[src/rtl/mmio_port_unit.sv]
// mmio_port_unit
//
// Memory-mapped I/O stage placed directly after the single-cycle MIPS
// datapath. The ALU result is used as the data address and register-file
// read data 2 is used as the store data. The block owns one 32-bit output
// port and one IN_WIDTH-bit input port. The input port is synchronized, and
// its edges are captured into write-1-to-clear status flags. The flags drive
// a maskable interrupt line.
//
// Build option: define MMIO_ANY_EDGE_EN to capture both rising and falling
// input transitions. With it undefined, only rising edges are captured.
//
// Ports:
//   clk        in   1         processor clock, all state on rising edge
//   reset      in   1         synchronous active-high reset
//   Address    in   32        byte address (ALU result)
//   WriteData  in   32        store data
//   MemWrite   in   1         store strobe, sampled at the clk rising edge
//   MemRead    in   1         load strobe, gates ReadData
//   PortIn     in   IN_WIDTH  asynchronous external input pins
//   ReadData   out  32        load data, combinational
//   Hit        out  1         Address decodes into this block, combinational
//   PortOut    out  32        registered output port
//   IRQ        out  1         registered interrupt request
//
// Access protocol: there is no handshake and the block never stalls.
// A load completes in the cycle where MemRead & Hit, with ReadData valid
// combinationally in that same cycle. A store commits at the rising edge
// where MemWrite & Hit. If a load and a store target the same register in
// one cycle, the load returns the value from before the store.
//
// Register map (word offsets from BASE_ADDR):
//   0x00 OUT   RW   drives PortOut
//   0x04 IN    RO   synchronized input, zero-extended
//   0x08 EDGE  W1C  sticky edge flags
//   0x0C MASK  RW   interrupt enables, low IN_WIDTH bits only
//   0x10-0x1C       reserved, read 0, writes ignored
module mmio_port_unit #(
  parameter logic [31:0] BASE_ADDR = 32'hFFFF_0000,
  parameter int unsigned IN_WIDTH  = 8
) (
  input  logic                clk,
  input  logic                reset,
  input  logic [31:0]         Address,
  input  logic [31:0]         WriteData,
  input  logic                MemWrite,
  input  logic                MemRead,
  input  logic [IN_WIDTH-1:0] PortIn,
  output logic [31:0]         ReadData,
  output logic                Hit,
  output logic [31:0]         PortOut,
  output logic                IRQ
);

  localparam logic [2:0] OFF_OUT  = 3'd0;
  localparam logic [2:0] OFF_IN   = 3'd1;
  localparam logic [2:0] OFF_EDGE = 3'd2;
  localparam logic [2:0] OFF_MASK = 3'd3;

  logic [31:0]         r_out;
  logic [IN_WIDTH-1:0] r_sync1;
  logic [IN_WIDTH-1:0] r_sync2;
  logic [IN_WIDTH-1:0] r_prev;
  logic [IN_WIDTH-1:0] r_edge;
  logic [IN_WIDTH-1:0] r_mask;
  logic                r_irq;

  logic                w_hit;
  logic [2:0]          w_offset;
  logic                w_wr_out;
  logic                w_wr_edge;
  logic                w_wr_mask;
  logic [IN_WIDTH-1:0] w_clr;
  logic [IN_WIDTH-1:0] w_edge_term;
  logic [IN_WIDTH-1:0] w_edge_next;
  logic [31:0]         w_in_ext;
  logic [31:0]         w_edge_ext;
  logic [31:0]         w_mask_ext;
  logic [31:0]         w_rdata;

  // Only word-aligned addresses inside the 32-byte window decode.
  assign w_hit    = (Address[31:5] == BASE_ADDR[31:5]) && (Address[1:0] == 2'b00);
  assign w_offset = Address[4:2];

  assign w_wr_out  = MemWrite && w_hit && (w_offset == OFF_OUT);
  assign w_wr_edge = MemWrite && w_hit && (w_offset == OFF_EDGE);
  assign w_wr_mask = MemWrite && w_hit && (w_offset == OFF_MASK);

  always_comb begin
    w_clr = '0;
    if (w_wr_edge) begin
      w_clr = WriteData[IN_WIDTH-1:0];
    end
`ifdef MMIO_ANY_EDGE_EN
    w_edge_term = r_sync2 ^ r_prev;
`else
    w_edge_term = r_sync2 & ~r_prev;
`endif
    // The new edge term is ORed in after the clear, so a fresh edge wins
    // over a same-cycle W1C on that bit.
    w_edge_next = (r_edge & ~w_clr) | w_edge_term;
  end

  // Zero-extend the narrow registers for the read mux. This form is also
  // legal when IN_WIDTH is 32.
  always_comb begin
    w_in_ext   = '0;
    w_edge_ext = '0;
    w_mask_ext = '0;
    w_in_ext[IN_WIDTH-1:0]   = r_sync2;
    w_edge_ext[IN_WIDTH-1:0] = r_edge;
    w_mask_ext[IN_WIDTH-1:0] = r_mask;
  end

  always_comb begin
    w_rdata = '0;
    if (MemRead && w_hit) begin
      case (w_offset)
        OFF_OUT:  w_rdata = r_out;
        OFF_IN:   w_rdata = w_in_ext;
        OFF_EDGE: w_rdata = w_edge_ext;
        OFF_MASK: w_rdata = w_mask_ext;
        default:  w_rdata = '0;
      endcase
    end
  end

  always_ff @(posedge clk) begin
    if (reset) begin
      r_out   <= '0;
      r_sync1 <= '0;
      r_sync2 <= '0;
      r_prev  <= '0;
      r_edge  <= '0;
      r_mask  <= '0;
      r_irq   <= 1'b0;
    end else begin
      r_sync1 <= PortIn;
      r_sync2 <= r_sync1;
      r_prev  <= r_sync2;
      r_edge  <= w_edge_next;
      if (w_wr_out) begin
        r_out <= WriteData;
      end
      if (w_wr_mask) begin
        r_mask <= WriteData[IN_WIDTH-1:0];
      end
      // Computed from the registered flags and mask, so IRQ follows any
      // change to EDGE or MASK by one edge.
      r_irq <= |(r_edge & r_mask);
    end
  end

  assign ReadData = w_rdata;
  assign Hit      = w_hit;
  assign PortOut  = r_out;
  assign IRQ      = r_irq;

endmodule

[config.mk]
export PLATFORM = sky130hd
export DESIGN_NAME = mmio_port_unit
export DESIGN_NICKNAME = d
export VERILOG_FILES = /design/src/rtl/mmio_port_unit.sv
export SDC_FILE = /design/constraint.sdc
export NUM_CORES = 1
export LEC_CHECK = 0
export ABC_AREA = 1
export BUFFER_PORTS_ARGS = -buffer_cell sky130_fd_sc_hd__buf_2
export CAP_MARGIN = 15
export CORE_UTILIZATION = 50
export DETAILED_ROUTE_END_ITERATION = 16
export PLACE_DENSITY = 0.82
export SLEW_MARGIN = 30
export SYNTH_ARGS = -nofsm -noshare
export SYNTH_HDL_FRONTEND = slang
export SYNTH_SLANG_ARGS = --single-unit
export TNS_END_PERCENT = 1
[constraint.sdc]
create_clock -name clk -period 3 [get_ports clk]
set_input_delay 0.6 -clock clk [delete_from_list [all_inputs] [get_ports clk]]
set_output_delay 0.6 -clock clk [all_outputs]
set_load 0.05 [all_outputs]
==> results.md <==
- Input/output buffers: 141
- Startpoint Class: primary input
- Seq/Total Area, Yosys: 0.400
- Total Wirelength: 9310 um
- Min-delay src: r_sync1[3]$_SDFF_PP0_
- Final ANT Viol Nets: 0
- Die footprint: between 7000 and 8000 um^2
- Drt pass-1 iters: 5
- Starting Density: 0.528
- Antenna cells: 0
- Routability cong.: between 0.9 and 1
- Max Slew Vio Count: 0
- Status: finished clean
- Mapped Cells: around 540
- CTS Buf Count: 9
- Min Hold Slack: 0.401 ns
- DP HPWL: between 7000 and 8000 um
- Hold Path Stages: 2
- Hold_buf cts: 0
- Largest net degree at the start of global routing: 41
- Peak supply drop: around 0.27 mV
- PwrDens: approximately 400 nW/um^2
- Share of cells above drive strength 1: 0.328
- First-pass GRT wire length: between 10000 and 15000 um
- Fmax: 380 MHz
- Maximum fanout along the worst path: 13
- Area grow syn2layout: 25.0%
- Vias per inst: around 4.8
- Iteration-0 DRC Markers: approximately 290
- Cell Area, Synth: 3650 um^2
- Post-synthesis net count: about 610
- TritonCTS Sinks: 73
- Worst min-delay path class: reg2reg
- Clk Latency, worst-skew pair: about 0.35 ns
- Clock transition at path regs: about 0.080 ns
- Post-CTS Resized: 0
- Ratio of final minimum period to clock period: 0.878
- Post-route DRC: 0
- CTS tree: built
- Critical Path RT: 2.40 ns
- Leakage power: between 2 and 2.5 nW
- RSZ-0062 raised after global routing: false
- Max_cap viols: 0
- Setup TNS after final layout: 0 ns
- Post-route cell area: roughly 4600 um^2
- Yosys warnings: 0
- IO Pins: 142
- Slew HR: 0.612
- WHS Endpoint: r_sync2[3]$_SDFF_PP0_
- Total track usage: 0.242
- Dpl cell area: 4370 um^2
- Setup Viol. Count Final: 0
- H-tree depth: 3
- Post-CTS Setup Bufs: 0
- Placed cells: around 760
- Avg Cell Area, Syn: slightly below 7 um^2
- Worst-margin pin slew: 0.582 ns
- Setup Crit Path Kind: in2out
- Core ar.: 6910 um^2
- Row cnt: 30
- Layout Skew: around 0.0058 ns
- Final-stage net count: 750
- Gr ovfl total: 0
- Crit. End Element: output pin
- Fin crit period: around 2.6 ns
- Netlist cell types: 24
- WP data arrival: 2.03 ns
- Die Height: about 87 um
- Die X: about 90 um
- Via Count: around 3700
- Synth Register Bits: 73
- Average routed wire per standard cell: 12.0 um
- Max Buffers Root-to-Sink: 2
- Clock tree root buffer cell: clkbuf_8
- RR Endpoint: IRQ$_SDFF_PP0_
- Fin cells: ~780
- Final Hold Viols: 0
- Worst reg2reg path depth: 4
- Antenna violations before repair: 0
- Vias in the first global route: ~3400
- FF-to-FF setup slack: around 2 ns
- Reg2reg start: r_mask[0]$_SDFFE_PP0P_
-- synth_stat cells --
cell	number	area, um^2
a21oi_1	1	5.00
a221oi_1	1	8.76
buf_2	4	20.0
buf_6	9	101
clkbuf_1	8	30.0
dfxtp_1	73	1460
inv_1	97	364
inv_2	1	3.75
nand2_1	130	488
nand2_2	1	6.26
nand3_1	2	10.0
nand3_2	2	20.0
nand3_4	2	35.0
nand3b_1	1	7.51
nand4_1	10	62.6
nand4_2	1	12.5
nand4_4	1	21.3
nor2_1	118	443
nor2_2	32	200
nor2_4	1	11.3
nor3_1	4	20.0
nor3_2	20	200
o21ai_0	1	5.00
o22ai_1	18	113
-- layer usage --
| layer | track usage | vias to the layer above | wire [um] |
|---|---|---|---|
| met2 | 0.428 | 187 | 4460 |
| met5 | 0 | - | 0 |
| met1 | 0.273 | 1622 | 3740 |
| met4 | 0.0999 | 0 | 242 |
| met3 | 0.0682 | 24 | 865 |
| li1 | - | 1877 | - |
-- placed cells by master, fill, tap and decap left out, drive strengths merged --
cell type	Yosys	routed
dfxtp	73	73
nand3b	1	1
nand2	131	131
clkbuf	8	10
a221oi	1	1
clkinv	0	2
o21ai	1	1
o22ai	18	18
buf	13	146
nor3	24	24
a21oi	1	1
nor2	151	151
inv	98	100
clkinvlp	0	2
nand4	12	12
nand3	6	6
-- logic make-up (layout without fill, tap and decap cells) --
logic type / after synthesis / in the layout / share of synthesized area
flops: 73 / 73 / 0.400
compound gates: 21 / 21 / 0.0360
buf+inv: 119 / 260 / 0.142
simple gates: 325 / 325 / 0.421
-- area by class of cell --
class,instances,area [um^2]
Tap cell,96,120
Timing Repair Buffer,146,756
Clock inverter,6,50.0
Sequential cell,73,1460
Clock buffer,10,138
Multi-Input combinational cell,346,1670
Inverter,98,368
Fill cell,638,2340
-- flip-flops by register name, indices dropped and copies added (netlist names) --
register	count
r_mask	8
r_sync2	8
r_edge	8
r_prev	8
r_sync1	8
IRQ	1
PortOut	32
-- through the flow --
| step | util | total power, mW | setup slack [ns] |
|---|---|---|---|
| floorplan | - | 1.08 | 0.135 |
| global route | 0.661 | 1.93 | 0.283 |
| global placement | 0.633 | 1.15 | 0.417 |
| CTS | 0.661 | 1.87 | 0.392 |
| finish | 0.661 | 1.86 | 0.366 |
| detailed placement | 0.633 | 1.16 | 0.396 |
-- how the worst max path moves through the flow --
stage,from,to,slack [ns],depth (start not counted)
after CTS,Address[16],ReadData[8],0.39,11
after global placement,Address[3],ReadData[8],0.42,6
after detailed placement,Address[16],ReadData[8],0.40,11
final,Address[3],ReadData[8],0.37,6
after global routing,Address[3],ReadData[8],0.28,6
after floorplan,Address[14],ReadData[10],0.14,7
-- worst max-delay path: stages --
cell,delay [ns]
buf_2,0.12
nor2_1,0.13
nand2_1,0.27
buf_4,0.31
nor3_1,0.27
buf_2,0.32
-- report_power, final --
part | switching [mW] | leakage (nW) | total, mW | internal [mW]
Sequential | 0.00534 | 0.593 | 0.992 | 0.987
Combinational | 0.0892 | 1.74 | 0.146 | 0.0565
Clock | 0.395 | 0.0895 | 0.726 | 0.331
(Power assumes the default switching activity.)
